### src/rtl/param_counter.sv
// Up/down counter with a programmable prescaler, a runtime upper bound and
// either wrap-around or saturating behaviour at the ends of the range.
module param_counter #(
    parameter int unsigned WIDTH    = 32,
    parameter int unsigned PSC_W    = 8,
    parameter int unsigned SATURATE = 0
) (
    input  logic             clock,
    input  logic             reset,
    input  logic             enable,
    input  logic             up,
    input  logic             load,
    input  logic [WIDTH-1:0] load_value,
    input  logic [WIDTH-1:0] max_value,
    input  logic [PSC_W-1:0] prescale,
    output logic [WIDTH-1:0] count,
    output logic             wrap,
    output logic             at_limit
);

    logic [WIDTH-1:0] count_q, count_d;
    logic [PSC_W-1:0] psc_q, psc_d;
    logic             wrap_q, wrap_d;
    logic             step;

    always_comb begin
        count_d = count_q;
        psc_d   = psc_q;
        wrap_d  = 1'b0;
        step    = 1'b0;

        if (load) begin
            count_d = (load_value > max_value) ? max_value : load_value;
            psc_d   = '0;
        end else if (enable) begin
            if (psc_q >= prescale) begin
                psc_d = '0;
                step  = 1'b1;
            end else begin
                psc_d = psc_q + PSC_W'(1);
            end
        end

        if (step) begin
            if (up) begin
                // >= lets a lowered max_value pull an out-of-range count back in.
                if (count_q >= max_value) begin
                    if (SATURATE != 0) begin
                        count_d = max_value;
                        wrap_d  = (count_q != max_value);
                    end else begin
                        count_d = '0;
                        wrap_d  = 1'b1;
                    end
                end else begin
                    count_d = count_q + WIDTH'(1);
                end
            end else begin
                if (count_q == '0) begin
                    if (SATURATE == 0) begin
                        count_d = max_value;
                        wrap_d  = 1'b1;
                    end
                end else begin
                    count_d = count_q - WIDTH'(1);
                end
            end
        end
    end

    always_ff @(posedge clock) begin
        if (reset) begin
            count_q <= '0;
            psc_q   <= '0;
            wrap_q  <= 1'b0;
        end else begin
            count_q <= count_d;
            psc_q   <= psc_d;
            wrap_q  <= wrap_d;
        end
    end

    assign count    = count_q;
    assign wrap     = wrap_q;
    assign at_limit = up ? (count_q == max_value) : (count_q == '0);

endmodule
### config.mk
export PLATFORM = sky130hd
export DESIGN_NAME = param_counter
export DESIGN_NICKNAME = d
export VERILOG_FILES = /design/src/rtl/param_counter.sv
export SDC_FILE = /design/constraint.sdc
export NUM_CORES = 1
export LEC_CHECK = 0
export BUFFER_PORTS_ARGS = -buffer_cell sky130_fd_sc_hd__buf_2
export CAP_MARGIN = 20
export CORE_MARGIN = 3
export CORE_UTILIZATION = 52
export DETAILED_ROUTE_END_ITERATION = 7
export PLACE_DENSITY = 0.75
export SETUP_SLACK_MARGIN = 0.3
export SYNTH_ARGS = -nofsm -noshare
export SYNTH_HDL_FRONTEND = slang
export SYNTH_SLANG_ARGS = --single-unit
export TNS_END_PERCENT = 50
### constraint.sdc
create_clock -name clock -period 3.9 [get_ports clock]
set_input_delay 0.39 -clock clock [delete_from_list [all_inputs] [get_ports clock]]
set_output_delay 0.39 -clock clock [all_outputs]
set_load 0.005 [all_outputs]
-- After elaboration in Yosys (flattened, before gate mapping)
Cells that the tools add are included.
- register bits: 41
- bits of input ports: 77
- output and inout port bits: 34
- word-level logic and storage cells: 29
- add/subtract/negate cells: 3
- magnitude comparators: 3
- equality and inequality tests: 1
- multiplexer cells: 14
- bitwise gates (word level): 1
- reductions and logical operators: 4
- operators by type and width (operator ; count):
    32-bit two-way mux ; 6
    32-bit by 1-bit adder with 32-bit output, second input constant ; 1
    32-bit == test ; 1
    32-bit greater-or-equal comparator ; 1
    32-bit greater-than comparator ; 1
    32-bit zero test ; 1
    32-bit by 1-bit subtractor with 32-bit output, second input constant ; 1
    8-bit by 1-bit adder with 8-bit output, second input constant ; 1
    8-bit greater-or-equal comparator ; 1
    8-bit two-way mux ; 1
    1-bit two-way mux ; 7
    2-bit OR reduction ; 2
    2-bit nonzero test ; 1
    1-bit NOT ; 1

-- Longest topological paths before layout
- depth in word-level cells: 6
- gate-level depth with buffers: 13
- mapped depth without buffers: 10

-- Worst setup path after synthesis
No wires, ideal clock.
- path kind: input to register
- start: input max_value[14]
- end: register count_q[1], in the netlist count[1]
- data arrival time: 2.973 ns
- required time: 3.772 ns
- slack: 0.799 ns
- cell stages on the path: 11
- buffers on the path: 2
- path through: inv_1 > ha_1 > nand4_1 > or4_1 > or3_1 > o21ai_1 > clkbuf_1 > clkbuf_1 > nor2_1 > a211oi_1 > o22ai_1
- longest elaborated chain between the ends: 4
- ends and longest elaborated chain (element ; RTL line ; text):
    start: declaration ; 14 ; input logic [WIDTH-1:0] max_value,
    32-bit greater-than comparator / 32-bit greater-or-equal comparator (equally long branches) ; 33, 47 ;
    32-bit two-way mux, on equally long branches ; 33, 47 ;
    32-bit two-way mux, on equally long branches ; 32, 45 ;
    32-bit two-way mux * ; 44 ; if (step) begin
    end signal: assignment ; 77 ; count_q <= count_d;
    end: declaration ; 21 ; logic [WIDTH-1:0] count_q, count_d;
Every way passes the cells marked *; elsewhere a longest branch is shown, timed or not. The select of a mux whose other input is x is not followed.
A chain may end at the register's enable or synchronous reset.

-- Worst setup path in the final report
- start: register count_q[26], in the netlist count[26]
- end: output at_limit
- longest elaborated chain between the ends: 2
- ends and longest elaborated chain (element ; RTL line ; text):
    32-bit == test / 32-bit zero test (equally long branches) ; 85 ; assign at_limit = up ? (count_q == max_value) : (count_q == '0);
    1-bit two-way mux * ; 85 ;
    end: declaration ; 18 ; output logic at_limit
Every way passes the cells marked *; elsewhere a longest branch is shown, timed or not.

==> impl_results.md <==
- RSZ-0062 raised after global routing: no
- Setup Total Neg Slack: 0 ns
- GRT overflow: 0
- GRT Overall Usage: 32.22%
- Synth cell types: 61
- Die area: 0.01218 mm^2
- Number of I/O pins: 111
- Mapped Area: 0.005662 mm^2
- Vias in the first global route: 6137
- H-tree lvl count: 2
- Clock Path Buffers: 2
- Final Core Density: 62.44%
- Startpoint types: flop
- Gate count of the mapped netlist: 785
- P&R area growth vs syn: 15.38%
- Met2 GRT Util: 52.95%
- Critical Path AT: 3.10 ns
- Power Density: 249.2 mW/mm^2
- Post-synthesis register bit count: 41
- # DRC: 0
- Max Cap Viol: 0
- Detail Route Antenna Nets: 0
- Die width: 110.3 um
- CP Capture Type: output port
- Design area: 0.006533 mm^2
- DRT iter0 DRCs: 742
- Syn nets: 938
- M3 GR Usage: 6.872%
- Routed wire per std cell: 19.87 um
- Synth top area share: 16.80%
- Die Height: 110.3 um
- HPWL after DPL: 15.27 mm
- GR Layer Usage met1: 42.47%
- Clock period minus worst slack: 3.486 ns
- Post-synth EDFFs: 0
- Vias: 6730
- Placeable Area: 0.01046 mm^2
- Layout cell share with drive strength beyond 1: 20.23%
- Nets: 1037
- Synth area leader: ha_1
- Hold/Removal Path Class: input pin to flop
- Initial antenna violation count: 0
- WS Path Type: flop to output port
- Fmax achieved: 286.9 MHz
- DR pass1 iterations: 6
- Peak supply drop: 0.0002126 V
- Period utilisation layout: 89.39%
- N_diodes: 0
- CTS root buf: clkbuf_8
- Rel. slew slack: 17.06%
- Data required time of the worst path: 3.51 ns
- Crit-path max FO: 13
- Clock Latency Late Sink: 0.31 ns
- FP Rows: 37
- Most used routing layer: met2
- Routed vias/inst: 6.592
- Status: completed
- CTS tree: yes
- CTS Buf Count: 5
- Largest net degree at the start of global routing: 37
- CTS sink cnt: 41
- Synth area leaders: ha_1, dfxtp_1, xnor2_1, a21oi_1, nand2_1
- # setup viols final: 0
- Leak pwr: 2.998 nW
- Wire length of the first global-routing pass: 30.98 mm
- Starting Density: 54.11%
- Post-place setup slack: 0.3407 ns
- Syn. warnings: 0
- Setup WS post-layout: 0.4139 ns
- Slew Limit Fails: 0
- Async set-reset flop share out of synthesis: 0%
- Area of placed instances: 0.006441 mm^2
- Final hold vios: 0
- Fin Clk Skew: 0.01143 ns
- Worst-path clk slew: 0.10 ns
- Syn Area/Cell: 7.212 um^2
- Hold_buf cts: 0
- Top FF cell, synth: dfxtp_1
- Gp weighted congestion: 0.9752
- Slew @ Worst Pin: 1.233 ns
- Final wirelength: 20.29 mm
- Seq/Total Area, Yosys: 14.50%
- Port bufs: 110
[through the flow]
step | instances | power [mW] | hold WS [ns]
after floorplan | 785 | 1.030 | 0.4731
after global placement | 1013 | 1.268 | 0.5115
after detailed placement | 1013 | 1.295 | 0.5304
after CTS | 1021 | 1.597 | 0.3793
after global routing | 1021 | 1.718 | 0.3910
final | 1021 | 1.628 | 0.3826
[layer usage]
layer	vias up	share of wire (%)
met1	3135	40
met3	50	12
met2	445	46
met4	0	2.7
met5	-	0
li1	3100	-
[path summary, 6_finish.rpt]
check / startpoint / to / slack (ns) / cells past startpoint
worst min register to register: psc_q[3] / psc_q[3] / 0.56 / 2
worst max-delay path: count[26] / at_limit / 0.41 / 7
worst max register to register: count[27] / count[5] / 0.65 / 10
worst min-delay path: reset / count[21] / 0.38 / 2
[cell type report]
type / count / area, um^2
Multi-Input combinational cell: 634 / 4417
Fill cell: 1001 / 3930
Timing Repair Buffer: 148 / 835.8
Sequential cell: 41 / 820.8
Inverter: 54 / 202.7
Tap cell: 136 / 170.2
Clock buffer: 5 / 68.82
Clock inverter: 3 / 17.52
[cells in the mapped netlist (all sizes together) (3+ instances only)]
cell type  instances
or4               12
a2111oi            5
a311oi             3
nor3              39
a211oi            17
ha                76
clkbuf            46
a221oi            11
o221ai             3
o22ai              4
o211ai            13
nand4             30
xor2              18
buf               10
a21oi             56
xnor2             37
mux2i              8
and3               4
nor4              12
inv               54
a22o              13
and4               5
dfxtp             41
nand3             33
or3                7
nor2              53
and2               3
o21ai             48
a31oi              5
nand3b             3
o2111a             3
mux2               6
nand2             66
nand2b             3
or2                6
a21o               3
nor2b              3
o31ai              8
[repair_timing]
action                                  CTS  global route
gates resized for setup                   0             1
hold endpoints to repair                  0             0
endpoints found under the setup margin    0             1
buffers inserted                          0             0
[where the power goes]
group	switching (mW)	internal, mW	total (mW)
clock	0.189	0.125	0.314
sequential	0.0460	0.445	0.491
combinational	0.481	0.342	0.823
total	0.716	0.912	1.63
[cells by family (layout without fill, tap and decap cells)]
family                   after synthesis  count (layout)  synth area share, %
flip-flops                            41              41                14.50
buffers and inverters                110             210                7.934
multiplexers                          14              14                2.608
AO/OA/AOI/OAI                        208             208                24.18
AND/OR/NAND/NOR                      281             281                25.48
XOR/XNOR                              55              55                8.508
adder cells (fa/ha/maj)               76              76                16.80
[worst max-delay path, stage by stage (launching register included)]
cell and delay [ns]:
dfxtp_1 0.44, or4_4 0.55, or4_4 0.46, or3_4 0.48, or2_1 0.25, buf_4 0.20
o22ai_1 0.25, buf_2 0.17
[cells in the final DEF (no fill, tap or decap), types with 5 or more instances in the layout]
master / synthesis / routed
or2_2: 5 / 5
nor3_1: 38 / 37
and4_1: 5 / 5
or3_1: 7 / 6
a21oi_1: 56 / 55
a31oi_1: 5 / 5
nand3_1: 33 / 33
mux2_2: 6 / 6
o31ai_1: 8 / 8
xnor2_1: 37 / 37
a221oi_1: 11 / 11
inv_1: 54 / 54
or4_1: 10 / 10
o211ai_1: 13 / 13
a22o_1: 13 / 13
xor2_1: 18 / 18
mux2i_1: 8 / 8
clkbuf_8: 0 / 5
nand2_1: 66 / 66
ha_1: 76 / 76
buf_4: 0 / 38
dfxtp_1: 41 / 41
o21ai_0: 44 / 44
nand4_1: 30 / 30
buf_2: 5 / 110
nor4_1: 11 / 11
a211oi_1: 17 / 17
nor2_1: 50 / 50
[flip-flops by register name (all words and copies together) (netlist names)]
name and count:
wrap 1, count 32, psc_q 8
Note: power is estimated with default switching activity, not from simulation.
